--- src/rtl/fetch_stage.sv ---
// rtl/fetch_stage.sv - instruction fetch stage feeding the ALU from a synchronous-read instruction memory
// One-cycle fetch latency: branches squash the branch cycle, stalls replay the held word.
module fetch_stage #(
  parameter int ADDR_W   = 12,
  parameter int BOOT_RUN = 0
) (
  input  logic              clk,
  input  logic              rst,
  input  logic [32:0]       fork_cxt,
  input  logic              branch_en,
  input  logic [15:0]       branch_val,
  input  logic              stall,
  input  logic [15:0]       current_ins,
  output logic [ADDR_W-1:0] imem_addr,
  input  logic [15:0]       imem_data,
  output logic [15:0]       ins_out,
  output logic              running,
  output logic [ADDR_W-1:0] fetch_pc
);

  typedef enum logic [1:0] {S_IDLE, S_RUN, S_HALTED} state_t;

  localparam state_t            RST_STATE = (BOOT_RUN != 0) ? S_RUN : S_IDLE;
  localparam logic [ADDR_W-1:0] ONE       = 1;

  state_t            state, state_nxt;
  logic [ADDR_W-1:0] pc, pc_nxt;
  logic [ADDR_W-1:0] fpc, fpc_nxt;
  logic              fvalid, fvalid_nxt;

  logic              fork_go;
  logic [ADDR_W-1:0] fork_pc;
  logic [ADDR_W-1:0] br_tgt;
  logic              unused_bits;

  assign fork_go     = fork_cxt[32];
  assign fork_pc     = fork_cxt[ADDR_W-1:0];
  assign br_tgt      = branch_val[ADDR_W-1:0];
  // Data pointer and high target bits are intentionally ignored here.
  assign unused_bits = ^{fork_cxt[31:0], branch_val};

  assign running  = (state == S_RUN);
  assign fetch_pc = fpc;

  always_ff @(posedge clk or posedge rst) begin
    if (rst) begin
      state  <= RST_STATE;
      pc     <= '0;
      fpc    <= '0;
      fvalid <= 1'b0;
    end else begin
      state  <= state_nxt;
      pc     <= pc_nxt;
      fpc    <= fpc_nxt;
      fvalid <= fvalid_nxt;
    end
  end

  always_comb begin
    state_nxt  = state;
    pc_nxt     = pc;
    fpc_nxt    = fpc;
    fvalid_nxt = fvalid;
    ins_out    = 16'h0000;
    imem_addr  = pc;

    if (rst) begin
      imem_addr = '0;
    end else if (fork_go) begin
      state_nxt  = S_RUN;
      pc_nxt     = fork_pc;
      fvalid_nxt = 1'b0;
    end else if (state == S_RUN) begin
      if (branch_en) begin
        imem_addr  = br_tgt;
        fpc_nxt    = br_tgt;
        pc_nxt     = br_tgt + ONE;
        fvalid_nxt = 1'b1;
      end else if (stall) begin
        // Re-read the held address so imem_data still carries it when stall drops.
        ins_out   = current_ins;
        imem_addr = fpc;
      end else if (fvalid && imem_data[15:12] == 4'hF) begin
        ins_out    = imem_data;
        state_nxt  = S_HALTED;
        fvalid_nxt = 1'b0;
      end else begin
        ins_out    = fvalid ? imem_data : 16'h0000;
        fpc_nxt    = pc;
        pc_nxt     = pc + ONE;
        fvalid_nxt = 1'b1;
      end
    end
  end

endmodule

--- config.mk ---
export PLATFORM = sky130hd
export DESIGN_NAME = fetch_stage
export DESIGN_NICKNAME = d
export VERILOG_FILES = /design/src/rtl/fetch_stage.sv
export SDC_FILE = /design/constraint.sdc
export NUM_CORES = 1
export LEC_CHECK = 0
export BUFFER_PORTS_ARGS = -buffer_cell sky130_fd_sc_hd__buf_2
export CAP_MARGIN = 20
export CORE_UTILIZATION = 40
export DETAILED_ROUTE_END_ITERATION = 16
export PLACE_DENSITY = 0.74
export SKIP_CTS_REPAIR_TIMING = 1
export SYNTH_ARGS = -nofsm -noshare
export SYNTH_HDL_FRONTEND = slang
export SYNTH_SLANG_ARGS = --single-unit
export TNS_END_PERCENT = 1
--- constraint.sdc ---
create_clock -name clk -period 2.75 [get_ports clk]
set_input_delay 0.1375 -clock clk [delete_from_list [all_inputs] [get_ports clk]]
set_output_delay 0.1375 -clock clk [all_outputs]
set_load 0.005 [all_outputs]
==> results.md <==
Status:
- The flow ran to the end, and the final reports show no timing, DRC or antenna violations.

STA:
- Setup repair after global routing left no endpoint under its margin.
- The final count of negative-setup-slack endpoints is 0.
- The hold violation total from the final report is 0.
- The actual transition at the worst max-transition pin is 956 ps.
- The maximum clock skew at final layout is between 10 and 15 ps.
- Setup total negative slack on the finished layout was measured at 0 ps.
- The relative slew slack is 0.361.
- The ratio of final minimum period to clock period is 0.745.
- The time the worst path needs with I/O delays and setup is 2050 ps.
- The maximum clock rate is 0.488 GHz.
- The final max-slew violation count is 0.

Floorplanning:
- In this run the count of I/O pins placed on the die edge is 126.
- The starting utilization of the core area is 0.418.
- The die covers 5700 um2.
- The die is 75.5 um tall.
- The number of placement rows is 26.
- The core region is 5170 um2.
- The die width is 75.5 um.

Cells and area:
- Counting the fill cells in the layout gives 521.
- In the layout the commonest cells are buf_2 (101), nor2_1 (32), dfrtp_1 (27).
- The number of antenna diodes in the final layout is 0.
- From synthesis to final layout, the design area changed by 26.3%.
- The library cell used most frequently in the layout, excluding fill and tap cells, is buf_2.
- The final core utilization is 0.528.
- In the final design database the tool counted 440 nets.
- In the final layout, the share of cells above drive strength 1 is 0.371.

Worst setup path:
- Data on the critical path is required at its endpoint by 2610 ps.
- The worst setup path is launched from a register.
- The critical path is of the register to output pin type.
- The worst setup path is captured at an output pin.
- The critical-path maximum fanout is 14.
- For the worst setup path, the data arrival time is 1910 ps.

Route:
- The DRC violation total after the first TritonRoute iteration is between 100 and 150.
- The number of nets still failing antenna checks after routing is 0.
- The DRC violation count after routing is 0.
- The final routed wire length divided by cell count is 15.1 um.
- The number of vias per cell after detailed routing is 5.55.
- Across all layers, the routed design uses 2349 vias.
- For this block, the routed nets add up to roughly 6400 um of wire.
- For this run, the detailed router's first-pass iteration total came to 4.

Run:
- Across the run, the number of max-cap violations was 0.

Clocking:
- In this run the number of H-tree levels came out at 1.
- The insertion delay to the later sink of the worst-skew pair is 280 ps.
- The count of clock tree sinks is 27.
- The clock tree from TritonCTS is done.
- The number of buffers on the longest clock path is 2.
- The number of buffers created by CTS is 3.
- The clock-pin slew reported for the worst setup and hold paths after clock tree synthesis is between 100 and 150 ps.
- In this run the clock root is driven by a clkbuf_8.

Synthesis:
- The count of state elements after synthesis is 27.
- After synthesis, the share of flip-flops with an asynchronous set or reset is 1.00.
- The number of warnings reported in the yosys synthesis log is 0.
- The gate count after technology mapping is 260.
- Ranked by total cell area, the synthesized netlist is headed by dfrtp_1 (31%), mux2i_1 (6.0%), a21oi_1 (5.8%).
- In this run, synthesis inferred 0 flip-flops with an integrated enable.
- Among all flip-flop cells after synthesis, the most frequent one is dfrtp_1.
- The register area share after synthesis is 0.313.
- The area share of the largest cell type after synthesis is 0.313.
- The synthesized netlist net count is 346.
- The synthesized design spends more area on one cell type than any other, namely dfrtp_1.
- The area of the mapped netlist is approximately 2200 um2.
- The mean post-synth cell area is about 8.3 um2.
- The number of distinct library cells after synthesis is 42.

Power and ir drop:
- Of the total power, combinational logic draws 0.377.
- The leakage component of the power is 0.00127 uW.
- The internal power component is 819 uW.
- The net switching fraction of the power is 0.365.
- The share of total power dissipated in sequential elements is 0.436.
- The share of total power dissipated in the clock network is 0.187.
- In this run the power density over the cells is 472 nW/um2.
- The switching power is 471 uW.
- The largest vdd supply drop is approximately 0.26 mV.

Global route:
- Entering global routing, the biggest net connects 41 pins.
- The initial antenna violation count is 0.
- The wire length of the first global-routing pass is slightly below 10000 um.
- The via count of the first global-routing pass is 2032.
- In the global route stage, overall resource usage came out at 0.223.
- The sum of overflow across all layers after global routing is 0.

Placed design:
- The number of buffers added on ports is slightly above 100.
- The last weighted congestion value of the routability-driven placer is roughly 0.86.
- Once detailed placement completed, the half-perimeter wirelength came to 4620 um.

Hold path:
- In this run the worst hold path is classified as input port to async pin.
[metal layers]
layer / wire [um] / share of wire / global-route usage / up-vias
li1: - / - / - / 1142
met1: 2790 / 0.44 / 0.288 / 1109
met2: 3150 / 0.49 / 0.411 / 92
met3: 409 / 0.064 / 0.0198 / 6
met4: 36 / 0.0056 / 0.0412 / 0
met5: 0 / 0 / 0 / -
[power by group through the flow]
stage | logic (uW) | clock network [uW] | registers [uW]
finish | 487 | 241 | 562
global route | 542 | 259 | 573
CTS | 489 | 245 | 561
detailed placement | 487 | 0 | 567
global placement | 472 | 0 | 564
floorplan | 312 | 0 | 553
[critical path, stage by stage (launching register included)]
cell,delay [ps]
dfrtp_1,420
nor2b_1,780
a22oi_1,140
nor2_1,160
buf_2,130
[through the flow]
stage	instance area (um2)	power (uW)	std cells	hold slack [ps]	worst slack [ps]
finish	2730	1290	423	58.3	702
global route	2730	1370	423	119	521
CTS	2730	1290	423	72.1	719
detailed placement	2680	1050	419	381	923
global placement	2680	1040	419	371	967
floorplan	2160	864	260	277	821
[sequential cells by signal (all words and copies together) (netlist names)]
name      cells
fetch_pc     12
fvalid        1
pc           12
state         2
[final timing paths]
path	start	endpoint	slack, ps	cells past startpoint
max	fvalid	ins_out[15]	700	4
min	rst	fetch_pc[10]	60	3
max reg2reg	state[1]	fetch_pc[11]	970	6
min reg2reg	fetch_pc[11]	fetch_pc[11]	530	1
max in group asynchronous	rst	fetch_pc[0]	2340	3
min in group clk	fork_cxt[7]	pc[7]	140	3
[kinds of logic after synthesis]
family,synth area share
buffers and inverters,0.0637
xor gates and xnor gates,0.0324
muxes,0.119
AOI/OAI and AO/OA,0.256
adders and majority gates,0.00579
DFF,0.313
and+or+nand+nor,0.211
[cell usage after synthesis, types with 3 or more instances]
master     n
and2_1     5
nand3_1   11
mux2_2    10
a31oi_1    3
nand2b_1   3
buf_2      5
o21ai_0   20
nor3_1     3
inv_1      3
nor2_1    32
nand2_1   17
clkbuf_1   8
xnor2_1    6
a21oi_1   25
a22oi_1   16
nor2b_1    3
o22ai_1   10
buf_6      5
mux2i_1   13
dfrtp_1   27
nand3b_1   7
o21ai_1    3
[layout make-up]
class / count / area [um2] / share of cell area
multi-input combinational: 211 / 1350 / 0.494
sequential: 27 / 676 / 0.247
timing repair buffer: 108 / 558 / 0.204
tap: 70 / 87.6 / 0.0321
clock buffer: 3 / 41.3 / 0.0151
inverter: 3 / 11.3 / 0.00412
clock inverter: 1 / 7.51 / 0.00275
Power figures use the tool's default switching activity.
